## config.mk

```make
export PLATFORM = sky130hd
export DESIGN_NAME = wb_arbiter_v_flat
export DESIGN_NICKNAME = d
export VERILOG_FILES = /design/src/rtl/wb_arbiter_v_pkg.sv /design/src/rtl/wb_arbiter_v_if.sv /design/src/rtl/wb_arbiter_v_fifo.sv /design/src/rtl/wb_arbiter_v.sv /design/src/flat_wrapper.sv
export SDC_FILE = /design/constraint.sdc
export NUM_CORES = 1
export LEC_CHECK = 0
export ABC_AREA = 0
export BUFFER_PORTS_ARGS = -buffer_cell sky130_fd_sc_hd__buf_2
export CORE_ASPECT_RATIO = 0.8
export CORE_MARGIN = 2
export CORE_UTILIZATION = 30
export CTS_BUF_LIST = sky130_fd_sc_hd__clkbuf_8
export CTS_CLUSTER_SIZE = 14
export DETAILED_ROUTE_END_ITERATION = 8
export PLACE_DENSITY = 0.53
export SYNTH_ARGS = -nofsm -noshare
export SYNTH_HDL_FRONTEND = slang
export SYNTH_HIERARCHICAL = 1
export SYNTH_SLANG_ARGS = --single-unit
```

## constraint.sdc

```tcl
create_clock -name clock -period 4.13 [get_ports clock]
set_clock_uncertainty 0.05 [all_clocks]
set_input_delay 0.826 -clock clock [delete_from_list [all_inputs] [get_ports clock]]
set_output_delay 0.826 -clock clock [all_outputs]
set_load 0.03 [all_outputs]
```

## src/rtl/wb_arbiter_v_pkg.sv

```systemverilog
// wb_arbiter_v_pkg: shared constants and types for the vector write-back arbiter.
//   WB_NUM_SRC      number of write-back streams
//   WB_SRC_*        source ids (bit positions in the per-source vectors)
//   wb_src_t        2-bit source id
//   wb_onehot()     source id -> one-hot source vector
package wb_arbiter_v_pkg;
  localparam int WB_NUM_SRC   = 4;
  localparam int WB_SRC_LDST1 = 0;
  localparam int WB_SRC_LDST2 = 1;
  localparam int WB_SRC_MATH  = 2;
  localparam int WB_SRC_MV    = 3;

  typedef logic [1:0] wb_src_t;

  function automatic logic [WB_NUM_SRC-1:0] wb_onehot(wb_src_t s);
    logic [WB_NUM_SRC-1:0] r;
    r    = '0;
    r[s] = 1'b1;
    return r;
  endfunction
endpackage

```

## src/rtl/wb_arbiter_v_if.sv

```systemverilog
// wb_arbiter_v_if: bundle of write-back inputs and register-file write outputs.
//   I_Flush, I_Valid, I_Token, I_Data, I_RF_Ready : exec unit / RF -> arbiter
//   O_We, O_Src, O_Token, O_Data, O_Done,
//   O_Stall, O_Overflow                           : arbiter -> RF / issue
// modport slave is the arbiter side, master is the environment side.
interface wb_arbiter_v_if
  import wb_arbiter_v_pkg::*;
#(
  parameter int TOKEN_W = 32,
  parameter int DATA_W  = 32
);
  logic                                 I_Flush;
  logic [WB_NUM_SRC-1:0]                I_Valid;
  logic [WB_NUM_SRC-1:0][TOKEN_W-1:0]   I_Token;
  logic [WB_NUM_SRC-1:0][DATA_W-1:0]    I_Data;
  logic                                 I_RF_Ready;
  logic                                 O_We;
  wb_src_t                              O_Src;
  logic [TOKEN_W-1:0]                   O_Token;
  logic [DATA_W-1:0]                    O_Data;
  logic [WB_NUM_SRC-1:0]                O_Done;
  logic                                 O_Stall;
  logic                                 O_Overflow;

  modport slave (
    input  I_Flush, I_Valid, I_Token, I_Data, I_RF_Ready,
    output O_We, O_Src, O_Token, O_Data, O_Done, O_Stall, O_Overflow
  );
  modport master (
    output I_Flush, I_Valid, I_Token, I_Data, I_RF_Ready,
    input  O_We, O_Src, O_Token, O_Data, O_Done, O_Stall, O_Overflow
  );
endinterface

```

## src/rtl/wb_arbiter_v_fifo.sv

```systemverilog
// wb_fifo: per-source write-back FIFO.
//   clk, rst_n (async, active low), flush_i (sync clear)
//   push_i/din_i : enqueue; a push to a full FIFO is dropped unless pop_i
//                  is also set in the same cycle (count then unchanged)
//   pop_i        : dequeue head_o
//   count_o, full_o, empty_o : occupancy
module wb_fifo #(
  parameter int DEPTH = 4,
  parameter int W     = 32
) (
  input  logic                   clk,
  input  logic                   rst_n,
  input  logic                   flush_i,
  input  logic                   push_i,
  input  logic                   pop_i,
  input  logic [W-1:0]           din_i,
  output logic [W-1:0]           head_o,
  output logic [$clog2(DEPTH):0] count_o,
  output logic                   full_o,
  output logic                   empty_o
);
  localparam int AW = $clog2(DEPTH);
  localparam logic [AW:0] FULL_CNT = (AW+1)'(DEPTH);

  logic [W-1:0]    mem_q [DEPTH];
  logic [AW-1:0]   rd_q, wr_q;
  logic [AW:0]     cnt_q;
  logic            push_ok, pop_ok;

  assign full_o  = (cnt_q == FULL_CNT);
  assign empty_o = (cnt_q == '0);
  assign count_o = cnt_q;
  assign head_o  = mem_q[rd_q];
  // When full, the slot being popped is the one written, so push+pop is safe.
  assign push_ok = push_i & (~full_o | pop_i);
  assign pop_ok  = pop_i & ~empty_o;

  always_ff @(posedge clk or negedge rst_n) begin
    if (!rst_n) begin
      rd_q  <= '0;
      wr_q  <= '0;
      cnt_q <= '0;
    end else if (flush_i) begin
      rd_q  <= '0;
      wr_q  <= '0;
      cnt_q <= '0;
    end else begin
      if (push_ok) wr_q <= wr_q + AW'(1);
      if (pop_ok)  rd_q <= rd_q + AW'(1);
      cnt_q <= cnt_q + (AW+1)'(push_ok) - (AW+1)'(pop_ok);
    end
  end

  always_ff @(posedge clk) begin
    if (push_ok && !flush_i) mem_q[wr_q] <= din_i;
  end
endmodule

```

## src/rtl/wb_arbiter_v.sv

```systemverilog
// wb_arbiter_v: round-robin arbiter sharing the vector RF write port between
// the LdSt1, LdSt2, Math and Mv write-back streams.
//   clock, reset (async, active low)
//   bus (wb_arbiter_v_if.slave): per-source valid/token/data in, flush,
//     RF ready; registered write port (We/Src/Token/Data), Done pulses,
//     Stall request to issue, sticky Overflow.
// Build option WB_ARBITER_BYPASS_EN: a source with an empty FIFO and a valid
// input competes directly and may load the output register without queueing.
module wb_arbiter_v
  import wb_arbiter_v_pkg::*;
#(
  parameter int TOKEN_W      = 32,
  parameter int DATA_W       = 32,
  parameter int DEPTH        = 4,
  parameter int STALL_MARGIN = 2
) (
  input logic           clock,
  input logic           reset,
  wb_arbiter_v_if.slave bus
);
  localparam int EW = TOKEN_W + DATA_W;
  localparam int CW = $clog2(DEPTH) + 1;
  localparam logic [CW-1:0] STALL_LVL = CW'(DEPTH - STALL_MARGIN);

  logic [WB_NUM_SRC-1:0]         push, pop, full, empty, byp, cand;
  logic [WB_NUM_SRC-1:0][EW-1:0] head;
  logic [WB_NUM_SRC-1:0][CW-1:0] cnt;

  logic                  we_q, we_d;
  wb_src_t               src_q, src_d, ptr_q, ptr_d;
  logic [TOKEN_W-1:0]    tok_q, tok_d;
  logic [DATA_W-1:0]     dat_q, dat_d;
  logic [WB_NUM_SRC-1:0] done_q, done_d;
  logic                  stall_q, stall_d, ovf_q, ovf_d;

  logic                  or_free, win_vld;
  wb_src_t               win, idx;
  logic [EW-1:0]         win_ent;
  logic [CW-1:0]         nxt;

  for (genvar i = 0; i < WB_NUM_SRC; i++) begin : g_fifo
    wb_fifo #(.DEPTH(DEPTH), .W(EW)) u_fifo (
      .clk     (clock),
      .rst_n   (reset),
      .flush_i (bus.I_Flush),
      .push_i  (push[i]),
      .pop_i   (pop[i]),
      .din_i   ({bus.I_Token[i], bus.I_Data[i]}),
      .head_o  (head[i]),
      .count_o (cnt[i]),
      .full_o  (full[i]),
      .empty_o (empty[i])
    );
  end

  // Round-robin pick: scan from the far end back to ptr so the candidate
  // nearest ptr is the last one written.
  always_comb begin
    or_free = ~we_q | bus.I_RF_Ready;
`ifdef WB_ARBITER_BYPASS_EN
    cand = ~empty | bus.I_Valid;
`else
    cand = ~empty;
`endif
    win_vld = 1'b0;
    win     = ptr_q;
    idx     = ptr_q;
    for (int k = WB_NUM_SRC - 1; k >= 0; k--) begin
      idx = ptr_q + wb_src_t'(k);
      if (cand[idx]) begin
        win     = idx;
        win_vld = 1'b1;
      end
    end
    pop = '0;
    byp = '0;
`ifdef WB_ARBITER_BYPASS_EN
    // Queued entries shadow the live input of the same source.
    if (or_free && win_vld) begin
      if (empty[win]) byp = wb_onehot(win);
      else            pop = wb_onehot(win);
    end
    win_ent = empty[win] ? {bus.I_Token[win], bus.I_Data[win]} : head[win];
`else
    if (or_free && win_vld) pop = wb_onehot(win);
    win_ent = head[win];
`endif
    push = bus.I_Valid & ~byp;
  end

  always_comb begin
    we_d  = we_q;
    src_d = src_q;
    tok_d = tok_q;
    dat_d = dat_q;
    ptr_d = ptr_q;
    if (or_free) begin
      we_d = win_vld;
      if (win_vld) begin
        src_d          = win;
        {tok_d, dat_d} = win_ent;
        ptr_d          = wb_src_t'(win + 2'd1);
      end
    end
    done_d = (we_q && bus.I_RF_Ready) ? wb_onehot(src_q) : '0;
  end

  // Stall looks at next-state occupancy so issue sees it one cycle earlier.
  always_comb begin
    stall_d = 1'b0;
    ovf_d   = ovf_q;
    nxt     = '0;
    for (int i = 0; i < WB_NUM_SRC; i++) begin
      nxt = cnt[i] + CW'(push[i] & (~full[i] | pop[i])) - CW'(pop[i]);
      if (nxt >= STALL_LVL)              stall_d = 1'b1;
      if (push[i] & full[i] & ~pop[i])   ovf_d   = 1'b1;
    end
  end

  always_ff @(posedge clock or negedge reset) begin
    if (!reset) begin
      we_q <= 1'b0; src_q <= '0; tok_q <= '0; dat_q <= '0; ptr_q <= '0;
      done_q <= '0; stall_q <= 1'b0; ovf_q <= 1'b0;
    end else if (bus.I_Flush) begin
      we_q <= 1'b0; src_q <= '0; tok_q <= '0; dat_q <= '0; ptr_q <= '0;
      done_q <= '0; stall_q <= 1'b0; ovf_q <= 1'b0;
    end else begin
      we_q <= we_d; src_q <= src_d; tok_q <= tok_d; dat_q <= dat_d; ptr_q <= ptr_d;
      done_q <= done_d; stall_q <= stall_d; ovf_q <= ovf_d;
    end
  end

  assign bus.O_We       = we_q;
  assign bus.O_Src      = src_q;
  assign bus.O_Token    = tok_q;
  assign bus.O_Data     = dat_q;
  assign bus.O_Done     = done_q;
  assign bus.O_Stall    = stall_q;
  assign bus.O_Overflow = ovf_q;
endmodule

```

## src/flat_wrapper.sv

```systemverilog
// flat-port wrapper written by rule: the top's interface ports become plain ports
module wb_arbiter_v_flat import wb_arbiter_v_pkg::*;
#(
  parameter int TOKEN_W      = 32,
  parameter int DATA_W       = 32,
  parameter int DEPTH        = 4,
  parameter int STALL_MARGIN = 2
)
  (clock, reset, bus_I_Flush, bus_I_Valid, bus_I_Token, bus_I_Data, bus_I_RF_Ready, bus_O_We, bus_O_Src, bus_O_Token, bus_O_Data, bus_O_Done, bus_O_Stall, bus_O_Overflow);
  wb_arbiter_v_if #(.TOKEN_W(TOKEN_W), .DATA_W(DATA_W)) bus_i ();
  input logic clock;
  input logic reset;
  input wire logic [$bits(bus_i.I_Flush)-1:0] bus_I_Flush;
  input wire logic [$bits(bus_i.I_Valid)-1:0] bus_I_Valid;
  input wire logic [$bits(bus_i.I_Token)-1:0] bus_I_Token;
  input wire logic [$bits(bus_i.I_Data)-1:0] bus_I_Data;
  input wire logic [$bits(bus_i.I_RF_Ready)-1:0] bus_I_RF_Ready;
  output wire logic [$bits(bus_i.O_We)-1:0] bus_O_We;
  output wire logic [$bits(bus_i.O_Src)-1:0] bus_O_Src;
  output wire logic [$bits(bus_i.O_Token)-1:0] bus_O_Token;
  output wire logic [$bits(bus_i.O_Data)-1:0] bus_O_Data;
  output wire logic [$bits(bus_i.O_Done)-1:0] bus_O_Done;
  output wire logic [$bits(bus_i.O_Stall)-1:0] bus_O_Stall;
  output wire logic [$bits(bus_i.O_Overflow)-1:0] bus_O_Overflow;
  assign bus_i.I_Flush = bus_I_Flush;
  assign bus_i.I_Valid = bus_I_Valid;
  assign bus_i.I_Token = bus_I_Token;
  assign bus_i.I_Data = bus_I_Data;
  assign bus_i.I_RF_Ready = bus_I_RF_Ready;
  assign bus_O_We = bus_i.O_We;
  assign bus_O_Src = bus_i.O_Src;
  assign bus_O_Token = bus_i.O_Token;
  assign bus_O_Data = bus_i.O_Data;
  assign bus_O_Done = bus_i.O_Done;
  assign bus_O_Stall = bus_i.O_Stall;
  assign bus_O_Overflow = bus_i.O_Overflow;
  wb_arbiter_v #(.TOKEN_W(TOKEN_W), .DATA_W(DATA_W), .DEPTH(DEPTH), .STALL_MARGIN(STALL_MARGIN)) u_core (.clock(clock), .reset(reset), .bus(bus_i));
endmodule
```

After elaboration in Yosys (flattened, before gate mapping)
Memory sizes are Yosys's and may differ from the RTL's.
Cells that the tools add are included.
{"block": "totals", "regBits": 103, "mem_bits_rw": 1024, "input_bits": 264, "wordCells": 217, "mem_count": 4}
{"memory": "u_core.g_fifo[0].u_fifo.mem_q", "depth": 4, "width": 64, "read_ports": 1, "rd_ports_with_merged_regs": 0, "wr": 1, "line_no": "wb_arbiter_v_fifo.sv:25", "text": "logic [W-1:0] mem_q [DEPTH];"}
{"memory": "u_core.g_fifo[1].u_fifo.mem_q", "depth": 4, "width": 64, "read_ports": 1, "rd_ports_with_merged_regs": 0, "wr": 1, "line_no": "wb_arbiter_v_fifo.sv:25"}
{"memory": "u_core.g_fifo[2].u_fifo.mem_q", "depth": 4, "width": 64, "read_ports": 1, "rd_ports_with_merged_regs": 0, "wr": 1, "line_no": "wb_arbiter_v_fifo.sv:25"}
{"memory": "u_core.g_fifo[3].u_fifo.mem_q", "depth": 4, "width": 64, "read_ports": 1, "rd_ports_with_merged_regs": 0, "wr": 1, "line_no": "wb_arbiter_v_fifo.sv:25"}
{"block": "op_classes", "n_addsub": 28, "order_cmp": 12, "eq_ne": 4, "muxes": 77, "bitwise_logic": 47, "n_reduce_logical": 25}
{"cell": "2-to-1 mux 32 bit", "count": 6}
{"cell": "binary-select mux 64 bit (select 2 bit)", "count": 1}
{"cell": "2-to-1 mux 64 bit", "count": 1}
{"cell": "2-to-1 mux 2 bit", "count": 26}
{"cell": "2-to-1 mux 1 bit", "count": 30}
{"cell": "subtractor 3 x 1 -> 3 bit", "count": 8}
{"cell": "adder 2 x 1 -> 2 bit (second input constant)", "count": 10}
{"cell": "nonzero test 2 bit", "count": 10}
{"cell": "< comparator 2 x 3 -> 1 bit (second input constant)", "count": 6}
{"cell": "AND 1 bit", "count": 16}
{"cell": "NOT 1 bit", "count": 13}
{"cell": "adder 3 x 1 -> 3 bit", "count": 4}
{"cell": "adder 3 bit", "count": 4}
{"cell": "AND 1 x 3 -> 3 bit", "count": 4}
{"cell": "== test 3 bit (second input constant)", "count": 4}
{"cell": "greater-or-equal comparator 3 x 2 -> 1 bit (second input constant)", "count": 4}
{"cell": "logical NOT 3 bit", "count": 4}
{"cell": "2-to-1 mux 3 bit", "count": 4}
{"cell": "2-to-1 mux 4 bit", "count": 3}
{"cell": "NOT 1 -> 3 bit", "count": 4}
{"cell": "bitwise OR 3 x 1 -> 3 bit", "count": 4}
{"cell": "binary-select mux 1 bit (select 2 bit)", "count": 4}
{"cell": "logical AND 1 bit", "count": 8}
{"cell": "bitwise OR 1 bit", "count": 5}
{"cell": "other kinds (7)", "count": 10}

Logic depth before layout (Yosys ltp)
{"block": "logic_depth", "depth_word": 23, "depth_mapped": 20, "mapped_depth_nobuf": 18}

Modules after synthesis
The synthesis kept the hierarchy.
{"mod": "wb_fifo (u_core.g_fifo[1].u_fifo ...)", "n_inst": 3, "cells_each": 382, "area_per_inst_um2": 9690.5, "seq_area_each_um2": 7862.5}
{"mod": "wb_fifo (u_core.g_fifo[0].u_fifo)", "n_inst": 1, "cells_each": 382, "area_per_inst_um2": 9701.8, "seq_area_each_um2": 7862.5}
{"mod": "wb_arbiter_v", "n_inst": 1, "cells_each": 453, "area_per_inst_um2": 5175.0, "seq_area_each_um2": 1876.8}

Worst setup path before layout
Ideal clock, no wire load.
{"block": "synth_timing", "kind": "register to register", "start": "register u_core.g_fifo[2].u_fifo.cnt_q[1]", "end": "memory u_core/g_fifo[1].u_fifo/mem_q[0][0] (netlist bit) (enable)", "setup_time_ns": 0.429, "arrival_ns": 4.085, "required_ns": 3.651, "setup_slack_ns": -0.434, "stages_incl_launch_ff": 12, "n_path_buf": 2, "path_cell_list": "dfrtp_1 nor3_1 nand3_1 a221oi_2 buf_2 buf_2 ha_1 nand2_1 inv_1 nor4b_1 nor3b_1 and2_1"}
{"block": "synth_between", "elab_chain_cells": 18, "word_cells_on_any_way": 30, "classes_between": "order compare (2); mux (21); bitwise (3); reduce/logical (4)"}
{"element": "start, declared", "line_no": "wb_arbiter_v_fifo.sv:27", "text": "logic [AW:0] cnt_q;"}
{"element": "start signal, assigned", "line_no": "wb_arbiter_v_fifo.sv:50", "text": "cnt_q <= cnt_q + (AW+1)'(push_ok) - (AW+1)'(pop_ok);"}
{"element": "logical NOT 3 bit *", "line_no": "wb_arbiter_v_fifo.sv:31", "text": "assign empty_o = (cnt_q == '0);"}
{"element": "net u_core.empty[2]", "line_no": "wb_arbiter_v.sv:25", "text": "logic [WB_NUM_SRC-1:0] push, pop, full, empty, byp, cand;"}
{"element": "NOT 4 bit *", "line_no": "wb_arbiter_v.sv:63", "text": "cand = ~empty;"}
{"element": "binary-select mux 1 bit (select 2 bit)", "line_no": "wb_arbiter_v.sv:70", "text": "if (cand[idx]) begin"}
{"element": "2-to-1 mux 1 bit (not written as such)", "line_no": "wb_arbiter_v.sv:70"}
{"element": "2-to-1 mux 2 bit (4 in a row)", "line_no": "wb_arbiter_v.sv:70"}
{"element": "< comparator 2 x 3 -> 1 bit (not written as such) or greater-or-equal comparator 2 x 1 -> 1 bit (tied branches)", "line_no": "wb_arbiter_v_pkg.sv:18", "text": "r[s] = 1'b1;"}
{"element": "logical AND 1 bit (not written as such)", "line_no": "wb_arbiter_v_pkg.sv:18"}
{"element": "2-to-1 mux 1 bit (not written as such)", "line_no": "wb_arbiter_v_pkg.sv:18"}
{"element": "demux 1 bit (select 2 bit)"}
{"element": "2-to-1 mux 4 bit *", "line_no": "wb_arbiter_v.sv:85", "text": "if (or_free && win_vld) pop = wb_onehot(win);"}
{"element": "net u_core.pop[1]", "line_no": "wb_arbiter_v.sv:25"}
{"element": "bitwise OR 1 bit *", "line_no": "wb_arbiter_v_fifo.sv:35", "text": "assign push_ok = push_i & (~full_o | pop_i);"}
{"element": "AND 1 bit *", "line_no": "wb_arbiter_v_fifo.sv:35"}
{"element": "logical AND 1 bit *", "line_no": "wb_arbiter_v_fifo.sv:55", "text": "if (push_ok && !flush_i) mem_q[wr_q] <= din_i;"}
{"element": "2-to-1 mux 1 bit *", "line_no": "wb_arbiter_v_fifo.sv:55"}
{"element": "2-to-1 mux 1 bit (not written as such) *", "line_no": "wb_arbiter_v_fifo.sv:55"}
{"element": "end, declared", "line_no": "wb_arbiter_v_fifo.sv:25"}
Mark *: on every way through the listed nets, which the timed path passes. The rest lies on a longest branch. The select of a mux whose other input is x is not followed.

Worst setup path after layout
{"block": "layout_timing", "start": "register u_core.g_fifo[1].u_fifo.cnt_q[2]", "end": "memory u_core/g_fifo[2].u_fifo/mem_q[1][52] (netlist bit) (enable)"}
{"block": "layout_between", "elab_chain_cells": 18, "word_cells_on_any_way": 30, "classes_between": "order compare (2); mux (21); bitwise (3); reduce/logical (4)"}
{"element": "start, declared", "line_no": "wb_arbiter_v_fifo.sv:27"}
{"element": "start signal, assigned", "line_no": "wb_arbiter_v_fifo.sv:50"}
{"element": "logical NOT 3 bit *", "line_no": "wb_arbiter_v_fifo.sv:31"}
{"element": "net u_core.empty[1]", "line_no": "wb_arbiter_v.sv:25"}
{"element": "NOT 4 bit *", "line_no": "wb_arbiter_v.sv:63"}
{"element": "binary-select mux 1 bit (select 2 bit)", "line_no": "wb_arbiter_v.sv:70"}
{"element": "2-to-1 mux 1 bit (not written as such)", "line_no": "wb_arbiter_v.sv:70"}
{"element": "2-to-1 mux 2 bit (4 in a row)", "line_no": "wb_arbiter_v.sv:70"}
{"element": "< comparator 2 x 3 -> 1 bit (not written as such) or greater-or-equal comparator 2 x 1 -> 1 bit (tied branches)", "line_no": "wb_arbiter_v_pkg.sv:18"}
{"element": "logical AND 1 bit (not written as such)", "line_no": "wb_arbiter_v_pkg.sv:18"}
{"element": "2-to-1 mux 1 bit (not written as such)", "line_no": "wb_arbiter_v_pkg.sv:18"}
{"element": "demux 1 bit (select 2 bit)"}
{"element": "2-to-1 mux 4 bit *", "line_no": "wb_arbiter_v.sv:85"}
{"element": "net u_core.pop[2]", "line_no": "wb_arbiter_v.sv:25"}
{"element": "bitwise OR 1 bit *", "line_no": "wb_arbiter_v_fifo.sv:35"}
{"element": "AND 1 bit *", "line_no": "wb_arbiter_v_fifo.sv:35"}
{"element": "logical AND 1 bit *", "line_no": "wb_arbiter_v_fifo.sv:55"}
{"element": "2-to-1 mux 1 bit *", "line_no": "wb_arbiter_v_fifo.sv:55"}
{"element": "2-to-1 mux 1 bit (not written as such) *", "line_no": "wb_arbiter_v_fifo.sv:55"}
{"element": "end, declared", "line_no": "wb_arbiter_v_fifo.sv:25"}
Marked as above.

==> qor.txt <==
Int Pwr = 22.6 mW
Top post-synthesis cells by area = edfxtp_1, mux4_2, dfrtp_1, mux2i_1, o221ai_2
Iter 0 DRT Violations = 1,746
Clock sinks = 1,127
Final #Nets = 2,823
Pre-antenna DRT Iters = 5
LEAKAGE = 17.8 nW
Worst setup EP type = flip-flop
Hold_sp = bus_I_Token[18]
Combinational Power Share = 31.5%
H-tree levels = 4
First-pass GRT wire length = 167,000 um
Minimum clock period after layout = 3840 ps
Complex-gate fraction of the synthesized area = 2.40%
Routed WL per cell = 25.5 um
Worst setup SP type = flip-flop
Drc violations = 0
Largest family of logic cells by synthesized area = multiplexers
Setup CP Type = flip-flop to flip-flop
Crit path launch = u_core/g_fifo[1].u_fifo/count_o[2]
All-Layer GR Usage = 15.6%
CP max-delay cell = nor3b_1
Fmax = 260 MHz
Synth top area share = 70.0%
Slew Viols, Final = 0
Cells after DPL = 4,237
Peak VDD IR = 1.37 mV
Simple-gate area share of the yosys netlist = 2.02%
Yosys reg bits = 1,127
Max-Cap Viols = 0
Area leader, netlist = edfxtp_1
XOR/XNOR Fraction of Synth Area = 0.399%
Crit-path cells = nor3_1 -> buf_4 -> nand2b_1 -> a21oi_1 -> a221oi_4 -> inv_1 -> ha_1 -> and2_1 -> nor4b_2 -> nor3b_1 -> and2_4 -> buf_12
Layout Cells excl Fill = 4,592
Via Count = 21.9k
Largest net degree at the start of global routing = 91
Crit path DAT = 4310 ps
Top Ports = 337
Post-synthesis adder-cell area fraction = 1.28%
Clock share of power = 27.4%
Vias per Instance = 4.76
Class of the worst hold path = input pin to flip-flop
Actual slew at the worst max-slew pin = 1270 ps
Core area = 145,000 sq um
Post-Syn Instances = 1,981
Relative slew slack = 15.2%
CP Data Required Time = 4600 ps
Reg2Reg Launch Point = u_core/g_fifo[1].u_fifo/count_o[2]
Synth async-reset ratio = 9.14%
Final hold slack = 138 ps
Synth Warn # = 6
Root Buffer Master = clkbuf_8
Post-route ant nets = 0
Die Wd = 432 um
Most frequent cells in the layout = edfxtp_1, buf_2, mux4_2
Syn Std Cell Area = 43,900 sq um
Crit share post-route = 93.0%
Leading cell type in the layout, fill and taps excluded = edfxtp_1
Num CTS Buffers = 184
Final setup viols = 0
Avg Inst Size Synth = 22.2 sq um
Worst skew pair latency = 840 ps
Sw Ratio = 33.6%
Postcts setup bufs = 0
Max Buffers Root-to-Sink = 3
Switching pwr = 11.5 mW
Power Density = 650 nW/um^2
Clock Pin Slew Worst Setup and Hold Paths = 60 ps
EDFF count, synth = 1,024
Post-synth cell types = 46
Layout cells sized above 1 = 38.8%
Initial antenna violation count = 67
Flop pwr share = 41.1%
Area Overhead vs Synth = 19.3%
Filler cells = 13.3k
Vias in the first global route = 23.1k
Post-DP HPWL = 80,500 um
DIE HEIGHT = 346 um
CP peak stage delay = 650 ps
Final Hold Viols = 0
Total die area = 150,000 sq um
Synth Flop Type = edfxtp_1
IO Port Bufs = 336
Starting Density = 30.2%
Post-Route WL = 117,000 um
Status = completed
FP Rows = 125
GR Overflow Total = 0
CTS tree = built
Syn Nets = 2,285
Mux share of post-synthesis cell area = 16.3%
Routability cong. = 0.775
Sequential share of the synthesized area = 75.8%
CP Max Fanout = 25
==> power groups by stage <==
stage	clock network, mW	logic (mW)	registers, mW
global placement	0	10.7	14.2
detailed placement	0	10.8	14.3
finish	9.34	10.7	14.0
floorplan	0	6.43	14.4
CTS	9.64	10.9	14.0
global route	10.1	11.4	14.1
==> worst max-delay path, delay by kind of cell (launching register included) <==
family / cells / cell delay [ps]
and+or+nand+nor: 6 / 1880
buffers and inverters: 3 / 560
DFF: 1 / 460
AOI/OAI and AO/OA: 2 / 370
adders and majority gates: 1 / 170
==> synth_stat cells, types with 11 or more instances <==
cell / n
ha_1: 32
and2_1: 18
mux4_2: 256
o221ai_1: 14
inv_1: 31
o221ai_2: 50
xnor2_1: 11
nor2_1: 28
dfrtp_1: 103
nand2_1: 80
nand2b_1: 14
buf_2: 46
clkbuf_1: 17
buf_4: 18
edfxtp_1: 1024
mux2i_1: 133
==> routing by layer <==
layer | up-vias | share of wire (%) | GRT usage (%)
li1 | 9351 | - | -
met1 | 11500 | 43 | 20.7
met2 | 663 | 47 | 24.3
met3 | 255 | 7.4 | 4.92
met4 | 54 | 2.5 | 5.15
met5 | - | 0.27 | 0
==> worst paths after layout <==
path	depth (start not counted)	end	slack, ps
hold / removal	1	u_core/g_fifo[0].u_fifo/mem_q[2][50]	140
max in group asynchronous	3	u_core/bus.O_Token[31]	2420
setup / recovery	12	u_core/g_fifo[2].u_fifo/mem_q[1][52]	290
min in group asynchronous	2	u_core/bus.O_Token[11]	580
hold reg to reg	2	u_core/bus.O_Data[4]	440
setup reg to reg	12	u_core/g_fifo[2].u_fifo/mem_q[1][52]	290
==> registers in the layout (all words and copies together) (netlist names) <==
register / count
u_core/g_fifo.u_fifo/wr_q: 8
u_core/bus.O_Done: 4
u_core/bus.O_Stall: 1
u_core/bus.O_Src: 2
u_core/bus.O_We: 1
u_core/g_fifo.u_fifo/mem_q: 1024
u_core/g_fifo.u_fifo/rd_q: 8
u_core/bus.O_Overflow: 1
u_core/ptr_q: 2
u_core/g_fifo.u_fifo/count_o: 12
u_core/bus.O_Data: 32
u_core/bus.O_Token: 32
==> through the flow <==
| stage | setup TNS, ps | setup WS, ps | util [%] | power, mW | cell area (sq um) |
|---|---|---|---|---|---|
| after floorplan | 0 | 137 | - | 20.9 | 44000 |
| after global placement | -233 | -13.2 | 33.5 | 24.9 | 48700 |
| after detailed placement | -16000 | -121 | 33.5 | 25.1 | 48700 |
| after CTS | 0 | 63.7 | 36.0 | 34.5 | 52300 |
| after global routing | -42.3 | -42.3 | 36.1 | 35.7 | 52400 |
| final | 0 | 288 | 36.1 | 34.1 | 52400 |
==> timing repair <==
action,4_1_cts,5_1_grt
setup endpoints to repair,62,257
hold buffers,1,0
resized for setup,1,7
endpoints found under the hold margin,9,0
==> logic make-up (layout without fill, tap and decap cells) <==
| logic type | Yosys count | after routing |
|---|---|---|
| compound gates | 90 | 90 |
| flops | 1127 | 1127 |
| buf+inv | 129 | 815 |
| simple gates | 182 | 182 |
| fa+ha+maj | 40 | 40 |
| other cells | 0 | 20 |
| xor+xnor | 20 | 20 |
| mux | 393 | 393 |
==> layout make-up <==
type                    count  area (sq um)  area share [%]
repair buffers            450          3020            5.76
flip-flops and latches   1127         33400            63.6
clock inverters           136           845            1.61
multi-input cells         725          9920            18.9
inverters                  31           116           0.222
clock buffers             198          2730            5.20
well taps                1905          2380            4.55
diodes                     20          50.0          0.0955
No activity file was read; power rests on OpenSTA's default activity.
